`config.mk`:
```
export PLATFORM = sky130hd
export DESIGN_NAME = tomasulo_exe
export DESIGN_NICKNAME = d
export VERILOG_FILES = /design/src/rtl/tomasulo_exe.sv
export SDC_FILE = /design/constraint.sdc
export NUM_CORES = 1
export LEC_CHECK = 0
export BUFFER_PORTS_ARGS = -buffer_cell sky130_fd_sc_hd__buf_2
export CORE_MARGIN = 2
export CORE_UTILIZATION = 58
export DETAILED_ROUTE_END_ITERATION = 8
export GPL_TIMING_DRIVEN = 1
export PLACE_DENSITY = 0.93
export SETUP_SLACK_MARGIN = 0.5
export SLEW_MARGIN = 20
export SYNTH_ARGS = -nofsm -noshare
export SYNTH_HDL_FRONTEND = slang
export SYNTH_SLANG_ARGS = --single-unit
```
`constraint.sdc`:
```
create_clock -name clk -period 1.1 [get_ports clk]
set_input_delay 0.11 -clock clk [delete_from_list [all_inputs] [get_ports clk]]
set_output_delay 0.11 -clock clk [all_outputs]
set_load 0.02 [all_outputs]
```
`src/rtl/tomasulo_exe.sv`:
```
// tomasulo_exe: RS-side execution unit that grants CDB slots, runs a LATENCY_N-stage ALU pipe and broadcasts results; define TOMASULO_EXE_MUL_EN to add OP_MUL
module tomasulo_exe #(
   parameter int LATENCY_N = 2,
   parameter int W = 32,
   parameter int TAG_W = 4,
   parameter int IMM_W = 16
) (
   input  logic                 clk,
   input  logic                 rst_n,
   input  logic                 cdb_req,
   output logic                 cdb_gnt,
   input  logic                 ext_rsv,
   input  logic                 flush,
   input  logic                 iss_vld_r,
   input  logic [3:0]           iss_op,
   input  logic [W-1:0]         iss_rdata0,
   input  logic [W-1:0]         iss_rdata1,
   input  logic [IMM_W-1:0]     iss_imm,
   input  logic [TAG_W-1:0]     iss_tag,
   output logic                 iss_busy_r,
   output logic [LATENCY_N+1:0] sch_r,
   output logic                 cdb_vld,
   output logic [TAG_W-1:0]     cdb_tag,
   output logic [W-1:0]         cdb_wdata
);
   localparam int SW = LATENCY_N + 2;
   localparam logic [3:0] OP_ADD  = 4'd0;
   localparam logic [3:0] OP_SUB  = 4'd1;
   localparam logic [3:0] OP_AND  = 4'd2;
   localparam logic [3:0] OP_OR   = 4'd3;
   localparam logic [3:0] OP_XOR  = 4'd4;
   localparam logic [3:0] OP_ADDI = 4'd5;
   localparam logic [3:0] OP_MUL  = 4'd6;
   logic                 gnt_q;
   logic                 accept;
   logic [SW-1:0]        sch_shift;
   logic [SW-1:0]        sch_nxt;
   logic [W-1:0]         alu;
   logic [W-1:0]         mul_lo;
   logic [LATENCY_N:1]   st_v;
   logic [TAG_W-1:0]     st_tag [1:LATENCY_N];
   logic [W-1:0]         st_res [1:LATENCY_N];
   assign cdb_gnt   = cdb_req & ~iss_busy_r & ~sch_r[LATENCY_N+1] & ~flush;
   assign accept    = iss_vld_r & gnt_q & ~flush;
   assign sch_shift = sch_r >> 1;
   assign sch_nxt   = sch_shift | (SW'(cdb_gnt) << LATENCY_N) | (SW'(ext_rsv) << (LATENCY_N + 1));
   assign cdb_vld   = st_v[LATENCY_N];
   assign cdb_tag   = st_tag[LATENCY_N];
   assign cdb_wdata = st_res[LATENCY_N];
`ifdef TOMASULO_EXE_MUL_EN
   logic [W-1:0] mul_hi;
   logic [W-1:0] st_hi;
   if (LATENCY_N < 2) begin : g_lat_err
      $error("tomasulo_exe: TOMASULO_EXE_MUL_EN needs LATENCY_N >= 2");
   end
   assign mul_lo = iss_rdata0 * {{(W/2){1'b0}}, iss_rdata1[W/2-1:0]};
   assign mul_hi = (iss_op == OP_MUL) ? (iss_rdata0 * {{(W/2){1'b0}}, iss_rdata1[W-1:W/2]}) << (W/2) : '0;
   // Upper partial product travels beside stage 1 and is folded in at stage 2
   always_ff @(posedge clk)
      st_hi <= mul_hi;
`else
   assign mul_lo = '0;
`endif
   // Stage-1 ALU; unknown opcodes yield zero so the tag still retires
   always_comb
      alu = iss_op == OP_ADD  ? iss_rdata0 + iss_rdata1 :
            iss_op == OP_SUB  ? iss_rdata0 - iss_rdata1 :
            iss_op == OP_AND  ? iss_rdata0 & iss_rdata1 :
            iss_op == OP_OR   ? iss_rdata0 | iss_rdata1 :
            iss_op == OP_XOR  ? iss_rdata0 ^ iss_rdata1 :
            iss_op == OP_ADDI ? iss_rdata0 + {{(W-IMM_W){iss_imm[IMM_W-1]}}, iss_imm} :
            iss_op == OP_MUL  ? mul_lo : '0;
   // Control state: slot reservations, busy, grant history and pipe valids; flush wipes all
   always_ff @(posedge clk or negedge rst_n)
      if (!rst_n) begin
         sch_r      <= '0;
         iss_busy_r <= 1'b1;
         gnt_q      <= 1'b0;
         st_v       <= '0;
      end else begin
         iss_busy_r <= flush;
         sch_r      <= flush ? '0 : sch_nxt;
         gnt_q      <= cdb_gnt;
         st_v       <= flush ? '0 : LATENCY_N'({st_v, accept});
      end
   // Datapath flops are unreset; validity is carried only by st_v
   always_ff @(posedge clk) begin
      st_tag[1] <= iss_tag;
      st_res[1] <= alu;
      for (int k = 2; k <= LATENCY_N; k++) begin
         st_tag[k] <= st_tag[k-1];
`ifdef TOMASULO_EXE_MUL_EN
         st_res[k] <= st_res[k-1] + ((k == 2) ? st_hi : '0);
`else
         st_res[k] <= st_res[k-1];
`endif
      end
   end
   a_issue_without_grant: assert property (@(posedge clk) disable iff (!rst_n) !(iss_vld_r && !gnt_q && !flush));
   a_slot_collision: assert property (@(posedge clk) disable iff (!rst_n) !(ext_rsv && sch_shift[LATENCY_N+1]));
endmodule

```
==> impl_metrics.csv, run 1 <==
group,metric,value,unit
die,fp.dieW,122,microns
place,place_hpwl,27400,microns
cts,clk_path_buf_depth,2,
status,status,"did not finish",
die,ios,137,
yosys,async_reset_ff_frac,0.100,
yosys,ys_seq_area_frac,0.204,
die,die_h,122,microns
place,io_buffers,136,
yosys,synth_edf_count,0,
cts,holdBufCountCts,6,
die,start_util,0.587,
yosys,ys_ff_latch,80,
yosys,syn_nets,1264,
cts,h-tree-depth,3,
yosys,avgSynthCellArea,7.74,sq um
yosys,synthCells,1041,
yosys,synth_area,8060,sq um
die,num_rows,43,
status,stop_stage,"clock tree synthesis",
cts,postCtsResizedCells,336,
yosys,ys.flop_type,"dfxtp_1",
status,error_message,"[ERROR DPL-0033] detailed placement checks failed during check placement.",
place,dp_cells,1637,
cts,cts.sinks,80,
cts,cts_root_buf,"clkbuf_16",
yosys,ys_types,74,
place,gp_congestion,1.05,
yosys,yosysWarnings,0,
cts,postCtsSetupBuffers,42,
cts,numCtsBuffers,9,
-- stage by stage --
step / cell area (sq um) / setup WS [ps] / utilization
floorplan: 8460 / -1500 / -
detailed placement: 11500 / -2340 / 0.842
global placement: 11500 / -1870 / 0.842
-- Yosys cell counts (all sizes together), types with 6 or more instances --
cell / n / area (sq um)
xor2: 14 / 123
o221ai: 6 / 52.6
or3: 6 / 37.5
a21o: 26 / 195
clkbuf: 42 / 158
o21ai: 62 / 318
inv: 101 / 379
nor3: 23 / 115
a221oi: 15 / 131
dfrtp: 7 / 175
o31ai: 7 / 57.6
nand2: 51 / 191
o21bai: 9 / 67.6
mux2i: 6 / 60.1
nor4: 8 / 50.1
buf: 10 / 48.8
o211ai: 8 / 65.1
a31oi: 18 / 113
nand2b: 14 / 87.6
dfxtp: 72 / 1440
a21oi: 115 / 576
o311ai: 6 / 52.6
ha: 126 / 1580
a211oi: 12 / 90.1
nand3: 17 / 85.1
nor2b: 15 / 93.8
o21a: 7 / 52.6
a22oi: 8 / 60.1
xnor2: 38 / 333
o22ai: 19 / 119
and3: 12 / 75.1
nor2: 83 / 312
-- cell families after synthesis --
kind of cell               synth area share
xor gates and xnor gates             0.0565
and+or+nand+nor                       0.146
DFF                                   0.204
muxes                                0.0116
adders and majority gates             0.203
AOI/OAI and AO/OA                     0.306
buffers and inverters                0.0727
==> inputs of run 2 (changes only) <==
Settings changed: CORE_UTILIZATION 58 to 40, PLACE_DENSITY 0.93 to default, PLACE_DENSITY_LB_ADDON from default to 0.15, SETUP_SLACK_MARGIN 0.5 to default.
==> run 2 against run 1 <==
The flow now finishes, with violations (negative setup slack). Synthesized cell count did not move. Area after synthesis unchanged.
==> impl_metrics.csv, run 2 <==
group,metric,value,unit
status,status,"finished, violations left",
status,violations,"negative setup slack",
finish,nNetsFinal,1797,
yosys,yosysWarnings,0,
power_and_ir_drop,power.total,13.3,mW
grt,grt_max_degree,20,
finish,layout_commonest_cell,"buf_4",
routing,first_pass_iters,8,
place,gp_congestion,0.934,
place,io_buffers,136,
finish,final_cell_mix,"389 x buf_4, 120 x buf_2, 89 x ha_1, 88 x a21oi_1, 81 x inv_1",
yosys,synth_top_area_frac,0.196,
grt,grt_pass1_wl,50500,microns
yosys,synth_top_area_cell,"ha_1",
yosys,synth_edf_count,0,
sta,tns,-32360,ps
yosys,ys.flop_type,"dfxtp_1",
finish,top_regs,"st_res (64), st_tag (8), sch_r (4)",
die,num_rows,51,
yosys,synthCells,1041,
sta,max_clock_freq,0.382,GHz
finish,drive_above_1_share,0.504,
routing,drt_iter0_markers,693,
grt,gr-total-overflow,0,
cts,cts.sinks,80,
sta,final_max_slew_viol_count,0,
sta,fin_crit,2610,ps
cts,h-tree-depth,3,
yosys,yosysMostFrequentCell,"ha_1",
yosys,syn_nets,1264,
yosys,synth_area,8060,sq um
routing,viasPerCell,5.40,
yosys,ys_seq_area_frac,0.204,
worst_setup_path,crit_arrival,2860,ps
routing,vias,9953,
sta,worst_clock_skew,6.31,ps
finish,final_area,14200,sq um
sta,tightest_slew,606,ps
die,die_h,146,microns
run,cap_violations,0,
die,start_util,0.411,
routing,wl_per_cell,17.6,microns
yosys,ys_types,74,
grt,grt.total_usage,0.294,
die,ios,137,
grt,grt_antenna_before_repair,0,
sta,rsz0062_at_grt,"true",
place,place_hpwl,23700,microns
yosys,ys_ff_latch,80,
cts,clk_path_buf_depth,2,
worst_setup_path,required,1350,ps
routing,drc,0,
worst_setup_path,cp-end-kind,"flip-flop",
cts,clock_latency,360,ps
finish,fill_cells,1498,
place,placed_cell_area,12000,sq um
yosys,synth_top_cells_by_count,"126 x ha_1, 115 x a21oi_1, 101 x inv_1",
worst_setup_path,r2r_slack,90,ps
die,dieArea,21300,sq um
cts,tritoncts,"done",
worst_setup_path,critPathLaunchType,"input port",
sta,setup_viol,34,
finish,largest_register_ffs,64,
sta,maxSlewHeadroom,0.596,
place,pre_cts_ws,-2050,ps
cts,numCtsBuffers,9,
sta,final-hold-violation-count,0,
finish,top_register,"st_res",
grt,grt_pass1_vias,9903,
finish,antenna_cells,0,
sta,fin_ws,-1510,ps
yosys,async_reset_ff_frac,0.100,
die,coreArea,19600,sq um
power_and_ir_drop,powerDensity,935,nW/um^2
power_and_ir_drop,power_leakage,6.88,nW
cts,path_clk_slew,70,ps
yosys,synth_area_leaders,"ha_1 20%, dfxtp_1 18%, a21oi_1 7.1%, inv_1 4.7%, xnor2_1 4.1%",
sta,fin_crit_sh,2.38,
cts,cts_root_buf,"clkbuf_16",
worst_setup_path,crit_type,"in -> reg",
yosys,avgSynthCellArea,7.74,sq um
routing,detail-route-antenna-nets,0,
finish,area_growth_syn_to_layout,76.8,%
power_and_ir_drop,ir_worst_vdd,775,uV
die,fp.dieW,146,microns
routing,drt-total-wl,32400,microns
worst_hold_path,min_path_type,"in -> reg",
worst_setup_path,cp_max_fo,2,
run 2: cell counts after synthesis:
No cell type changed its count.
run 2: final cells by class:
class	instances	area, sq um	area share
timing repair buffer	574	4320	0.303
sequential	80	1640	0.115
tap	265	332	0.0233
clock buffer	10	250	0.0176
clock inverter	6	55.1	0.00387
multi-input combinational	808	7230	0.508
inverter	101	407	0.0286
run 2: cells by family (layout without fill, tap and decap cells):
family	Yosys count	after routing	synth area share
flops	80	80	0.204
buf+inv	153	691	0.0727
simple gates	247	247	0.146
fa+ha+maj	129	129	0.203
xor+xnor	52	52	0.0565
compound gates	371	371	0.306
mux	9	9	0.0116
run 2: metal layers:
layer | part of all wire | wire length (microns) | track usage | vias up
met4 | 0.022 | 707 | 0.0946 | 0
met1 | 0.43 | 13800 | 0.379 | 4675
met5 | 0 | 0 | 0 | -
li1 | - | - | - | 4834
met3 | 0.067 | 2160 | 0.0398 | 48
met2 | 0.49 | 15700 | 0.505 | 396
run 2: where the power goes:
part | total, mW | switching (mW) | internal [mW] | leakage (nW)
Combinational | 6.88 | 3.47 | 3.41 | 6.03
Sequential | 3.28 | 0.0767 | 3.20 | 0.704
Clock | 3.16 | 1.45 | 1.72 | 0.145
run 2: worst max-delay path, stage by stage:
cell and delay, ps:
buf_8 100, buf_12 110, ha_4 150, inv_2 50, fa_2 220, nor2b_4 50
o31ai_4 320, a211oi_4 140, o311ai_1 250, buf_4 190, a22oi_2 90, a41o_1 260
nor4_2 260, nor3_2 90, xor2_1 150, a221o_1 310
run 2: timing repair:
item                                    4_1_cts  5_1_grt
resized for setup                           224       80
hold buffers                                  7        0
cloned                                        0        0
hold endpoints to repair                     14        0
buffers inserted                             46       23
pin swaps                                   117       88
endpoints found under the setup margin       33       34
run 2: per-stage QoR:
step	hold slack, ps	instances	util
after floorplan	-186	1041	-
after global placement	-41.8	1762	0.611
after detailed placement	-46.1	1762	0.611
after CTS	6.99	1829	0.702
after global routing	38.3	1844	0.727
final	23.0	1844	0.727
run 2: worst paths after layout:
kind,cells past startpoint,to,from
max,16,st_res[1][30],iss_rdata0[0]
min,2,st_v[1],iss_vld_r
max reg2reg,3,sch_r[2],iss_busy_r
min reg2reg,0,st_tag[2][1],st_tag[1][1]
max in group asynchronous,2,iss_busy_r,rst_n
min in group asynchronous,2,sch_r[0],rst_n
(Power assumes the default switching activity.)
==> inputs of run 3 (changes only) <==
Settings changed: ABC_AREA from default to 1, CORE_MARGIN 2 to 5, SKIP_CTS_REPAIR_TIMING from default to 1.
==> run 3 against run 2 <==
The flow finishes with violations (negative hold slack, negative setup slack). Critical path depth fell by 5. Total power rose by 11%. Via count rose by 36%. Sequential cell count did not move. Largest cell class unchanged. Largest power group unchanged.
==> impl_metrics.csv, run 3 <==
group,metric,value,unit
worst_setup_path,critPathLaunchType,"input port",
routing,first_pass_iters,6,
worst_setup_path,critPathMaxStageDelay,360,ps
routing,viasPerCell,5.07,
yosys,ys_seq_area_frac,0.158,
run,cap_violations,0,
die,start_util,0.403,
grt,grt_pass1_vias,12600,
finish,nNetsFinal,2546,
finish,top_register,"st_res",
yosys,syn_nets,2026,
worst_setup_path,crit_type,"in -> reg",
routing,detail-route-antenna-nets,0,
finish,layout_commonest_cell,"nand2_1",
finish,final_cell_mix,"463 x nand2_1, 382 x buf_4, 284 x inv_1, 111 x buf_2, 107 x nor2_1",
place,placed_cell_area,14600,sq um
place,pre_cts_ws,-1100,ps
sta,whs,-41.0,ps
routing,vias,13500,
grt,use_met3,0.0381,
worst_setup_path,r2r_slack,230,ps
yosys,synth_edf_count,0,
worst_setup_path,worstRegToRegCells,3,
finish,top_regs,"st_res (64), st_tag (8), sch_r (4)",
yosys,synth_top_cells_by_count,"559 x nand2_1, 327 x inv_1, 167 x nor2_1",
routing,drc,0,
grt,top_usage_layer,"met2",
grt,use_met2,0.479,
power_and_ir_drop,ir_worst_vdd,1150,uV
sta,setup_viol,32,
grt,grt_antenna_before_repair,0,
yosys,yosysMostFrequentCell,"nand2_1",
die,coreArea,25800,sq um
yosys,synth_top_area_frac,0.202,
sta,fin_crit,1680,ps
cts,numCtsBuffers,9,
cts,path_clk_slew,80,ps
routing,wl_per_cell,17.8,microns
grt,grt_max_degree,19,
routing,drt_iter0_markers,1139,
die,fp.dieW,171,microns
die,num_rows,59,
yosys,synthCells,1803,
finish,fin_util,0.662,
worst_setup_path,cp-end-kind,"flip-flop",
worst_setup_path,crit_slowest_cell,"fa_2",
finish,drive_above_1_share,0.433,
finish,final_cells,2663,
sta,tightest_slew,391,ps
sta,fin_crit_sh,1.53,
place,place_hpwl,38800,microns
sta,rsz0062_at_grt,"true",
yosys,ys_types,49,
cts,tritoncts,"done",
die,die_h,171,microns
finish,final_area,17100,sq um
cts,h-tree-depth,3,
worst_setup_path,startpoint,"iss_rdata0[1]",
finish,area_growth_syn_to_layout,64.4,%
worst_setup_path,worstPathCellList,"buf_8 -> clkinvlp_4 -> buf_6 -> fa_2 -> o21ai_4 -> buf_4 -> nand4_1 -> nand3_1 -> nand2_1 -> nand3_1 -> nand4_1",
worst_setup_path,cp-endpoint,"st_res[1][20]",
status,violations,"negative hold slack, negative setup slack",
cts,cts_root_buf,"clkbuf_16",
yosys,ys.flop_type,"dfxtp_1",
yosys,async_reset_ff_frac,0.100,
finish,antenna_cells,0,
cts,clock_latency,360,ps
worst_setup_path,regToRegEndpoint,"sch_r[2]",
sta,max_clock_freq,0.596,GHz
sta,worst_clock_skew,20.1,ps
worst_setup_path,crit_arrival,1840,ps
yosys,ys_ff_latch,80,
finish,fill_cells,2370,
yosys,synth_area,10400,sq um
worst_setup_path,required,1260,ps
die,ios,137,
grt,grt.total_usage,0.299,
place,io_buffers,136,
place,gp_congestion,0.979,
sta,fin_ws,-579,ps
worst_setup_path,worstReg2RegStart,"iss_busy_r",
cts,clk_path_buf_depth,2,
worst_hold_path,hold_depth,2,
sta,maxSlewHeadroom,0.737,
grt,gr-total-overflow,0,
worst_hold_path,min_path_type,"in -> reg",
power_and_ir_drop,power_leakage,8.91,nW
yosys,avgSynthCellArea,5.75,sq um
cts,cts.sinks,80,
sta,final_max_slew_viol_count,0,
yosys,yosysWarnings,0,
grt,use_met1,0.426,
grt,grt_pass1_wl,67200,microns
status,status,"finished, violations left",
sta,final-hold-violation-count,2,
routing,drt-total-wl,47500,microns
finish,largest_register_ffs,64,
yosys,synth_area_leaders,"nand2_1 20%, ha_1 15%, dfxtp_1 14%, inv_1 12%, nor2_1 6.0%",
power_and_ir_drop,powerDensity,868,nW/um^2
place,dp_cells,2618,
worst_setup_path,cp_max_fo,4,
yosys,synth_top_area_cell,"nand2_1",
die,dieArea,29300,sq um
run 3: where the power goes:
group / internal (mW) / leakage, nW / total [mW] / switching (mW)
Clock: 2.02 / 0.150 / 3.49 / 1.47
Sequential: 3.19 / 0.703 / 3.28 / 0.0887
Combinational: 3.51 / 8.06 / 8.03 / 4.51
run 3: kinds of logic (layout without fill, tap and decap cells):
kind of cell	Yosys count	after routing	share of synthesized area
buffers and inverters	377	902	0.145
and+or+nand+nor	953	953	0.390
adders and majority gates	129	129	0.158
DFF	80	80	0.158
AOI/OAI and AO/OA	246	246	0.134
xor gates and xnor gates	18	18	0.0152
run 3: area by class of cell:
type	count	area, sq um	share of cell area
sequential	80	1640	0.0964
tap	335	419	0.0246
multi-input combinational	1346	9300	0.545
inverter	342	1310	0.0767
clock buffer	9	225	0.0132
clock inverter	7	103	0.00602
timing repair buffer	544	4060	0.238
run 3: routing by layer:
layer / vias to the layer above / wire length (microns)
li1: 6690 / -
met1: 6210 / 20900
met2: 516 / 21500
met3: 73 / 3900
met4: 0 / 1180
met5: - / 0
run 3: critical path, delay by kind of cell:
kind                       cells  cell delay (ps)
and+or+nand+nor                5              590
AOI/OAI and AO/OA              1              210
buffers and inverters          4              550
adders and majority gates      1              360
run 3: worst min-delay path by stage:
stage	startpoint	end	slack (ps)
finish	flush	gnt_q	-40
global route	flush	gnt_q	-30
CTS	rst_n	sch_r[3]	-430
detailed placement	rst_n	sch_r[0]	-40
global placement	rst_n	sch_r[0]	-40
floorplan	rst_n	gnt_q	-190
run 3: metrics by stage:
step	TNS, ps	total power, mW
3_5_place_dp	-28780	9.94
5_1_grt	-16070	15.6
2_1_floorplan	-10650	6.82
3_3_place_gp	-28370	9.89
6_report	-13510	14.8
4_1_cts	-17600	13.4
==> inputs of run 4 (changes only) <==
Settings changed: PLACE_DENSITY_LB_ADDON 0.15 to default, RECOVER_POWER from default to 50.
==> run 4 against run 3 <==
The run still ends with negative hold slack, negative setup slack left. Combinational power grew 2%. Setup slack gained 26 ps. Clock skew shrank 5.2 ps. Fmax grew 1.6%. First-iteration DRC count shrank 10%. Via count grew 0.41%. Cell area grew 1.2%. Register-to-register slack lost 120 ps. Sequential power is essentially flat. Hold slack gained 39 ps. Core utilization grew 0.79 points. Sequential cell count is the same. Largest cell class unchanged. Highest routed layer unchanged.
==> impl_metrics.csv, run 4 (synthesis gave the netlist of run 3 again) <==
group,metric,value,unit
place,placed_cell_area,14700,sq um
worst_setup_path,worstPathCellList,"clkbuf_4 -> ha_4 -> fa_2 -> inv_2 -> nand2_2 -> nor2_1 -> o21ai_1 -> nand3_4 -> nand2_1 -> nand3_1 -> nand2_1 -> nand3_1 -> nand4_1",
sta,rsz0062_at_grt,"true",
status,violations,"negative hold slack, negative setup slack",
worst_hold_path,hold_depth,3,
sta,fin_crit_sh,1.50,
sta,worst_clock_skew,14.9,ps
worst_setup_path,cp.buffers_inverters,2,
grt,grt.total_usage,0.292,
worst_setup_path,worstReg2RegStart,"iss_busy_r",
routing,route.layer.met1.wl,20600,microns
grt,grt_max_degree,19,
cts,clk_path_buf_depth,2,
worst_setup_path,critPathLaunchType,"input port",
worst_setup_path,worstRegToRegCells,4,
sta,fin_crit,1650,ps
routing,drc,0,
finish,area_growth_syn_to_layout,66.3,%
finish,final_area,17300,sq um
finish,fill_cells,2302,
worst_setup_path,crit_slowest_cell,"fa_2",
finish,drive_above_1_share,0.462,
finish,layout_commonest_cell,"nand2_1",
power_and_ir_drop,combPwrFrac,0.561,
worst_setup_path,crit_type,"in -> reg",
worst_setup_path,cp_max_fo,5,
routing,first_pass_iters,5,
place,gp_congestion,0.992,
finish,nNetsFinal,2543,
place,io_buffers,136,
sta,maxSlewHeadroom,0.719,
die,ios,137,
sta,final_max_slew_viol_count,0,
power_and_ir_drop,p_int,8.57,mW
finish,largest_register_ffs,64,
routing,detail-route-antenna-nets,0,
power_and_ir_drop,p_sw_frac,0.413,
routing,wl_per_cell,17.4,microns
die,die_h,171,microns
worst_setup_path,cp.depth,13,
routing,met3_wirelength,3380,microns
power_and_ir_drop,switchingPower,6.04,mW
cts,tritoncts,"done",
sta,tightest_slew,417,ps
status,status,"finished, violations left",
routing,drt_iter0_markers,1020,
power_and_ir_drop,pwr-share-clk,0.215,
worst_hold_path,hp-start,"iss_vld_r",
routing,wl_met2,21400,microns
routing,viasPerCell,5.09,
worst_setup_path,r2r_slack,110,ps
sta,max_clock_freq,0.605,GHz
cts,cts_root_buf,"clkbuf_16",
cts,clock_latency,360,ps
power_and_ir_drop,powerDensity,847,nW/um^2
power_and_ir_drop,ir_worst_vdd,938,uV
sta,fin_ws,-553,ps
grt,gr-total-overflow,0,
routing,drt-total-wl,46200,microns
worst_hold_path,min_path_type,"in -> reg",
worst_setup_path,regToRegEndpoint,"sch_r[2]",
finish,top_register,"st_res",
grt,grt_antenna_before_repair,0,
sta,setup_viol,32,
sta,tns,-12440,ps
worst_hold_path,min_to,"st_v[1]",
worst_setup_path,crit_arrival,1820,ps
worst_setup_path,path_delay_family,"simple AND/OR/NAND/NOR gates",
die,fp.dieW,171,microns
routing,vias,13500,
place,place_hpwl,37900,microns
worst_setup_path,required,1260,ps
grt,grt_pass1_wl,66200,microns
run,cap_violations,0,
die,num_rows,59,
worst_setup_path,critPathMaxStageDelay,350,ps
finish,top_regs,"st_res (64), st_tag (8), sch_r (4)",
sta,whs,-2.19,ps
power_and_ir_drop,seq_power_share,0.224,
grt,grt_pass1_vias,12500,
power_and_ir_drop,power_leakage,8.92,nW
cts,h-tree-depth,3,
die,coreArea,25800,sq um
finish,final_cell_mix,"432 x nand2_1, 377 x buf_4, 270 x inv_1, 110 x buf_2, 105 x nand2_2",
die,dieArea,29300,sq um
cts,path_clk_slew,60,ps
finish,antenna_cells,0,
cts,cts.sinks,80,
routing,highest_layer,"met4",
die,start_util,0.403,
sta,final-hold-violation-count,1,
worst_setup_path,cp-end-kind,"flip-flop",
cts,numCtsBuffers,9,
## run 4: worst max path at each step
stage	to	startpoint
detailed placement	st_res[1][21]	iss_rdata0[14]
finish	st_res[1][20]	iss_rdata1[0]
global placement	st_res[1][25]	iss_rdata0[11]
CTS	st_res[1][21]	iss_rdata0[14]
global route	st_res[1][27]	iss_rdata1[6]
floorplan	st_res[1][28]	iss_rdata0[0]
## run 4: stage by stage
stage                     setup slack [ps]   util  total power [mW]  instances
final                                 -553  0.670              14.6       2660
after global routing                  -613  0.670              15.4       2660
after CTS                             -770  0.580              13.0       2630
after detailed placement             -1130  0.569              9.92       2614
after global placement               -1150  0.569              9.86       2614
after floorplan                       -448      -              6.82       1803
## run 4: metal layers
layer / global-route usage / vias up
met2: 0.473 / 506
li1: - / 6696
met3: 0.0305 / 52
met4: 0.0699 / 0
met5: 0 / -
met1: 0.419 / 6290
## run 4: final cells by class
type                       instances  area [sq um]  area share
clock buffer                      10           229      0.0133
sequential                        80          1640      0.0952
inverter                         342          1310      0.0759
clock inverter                     6          68.8     0.00399
tap                              335           419      0.0243
timing repair buffer             541          4060       0.235
multi-input combinational       1346          9520       0.552
## run 4: power by group through the flow
stage               Combinational, mW  Sequential, mW  Clock [mW]
floorplan                        3.31            3.51           0
global route                     8.79            3.30        3.31
detailed placement               6.58            3.34           0
global placement                 6.53            3.33           0
finish                           8.19            3.27        3.14
CTS                              6.61            3.27        3.16
## run 4: worst min-delay path: stages
cell and delay, ps:
buf_2 90, nand2_1 60, nor2_1 40
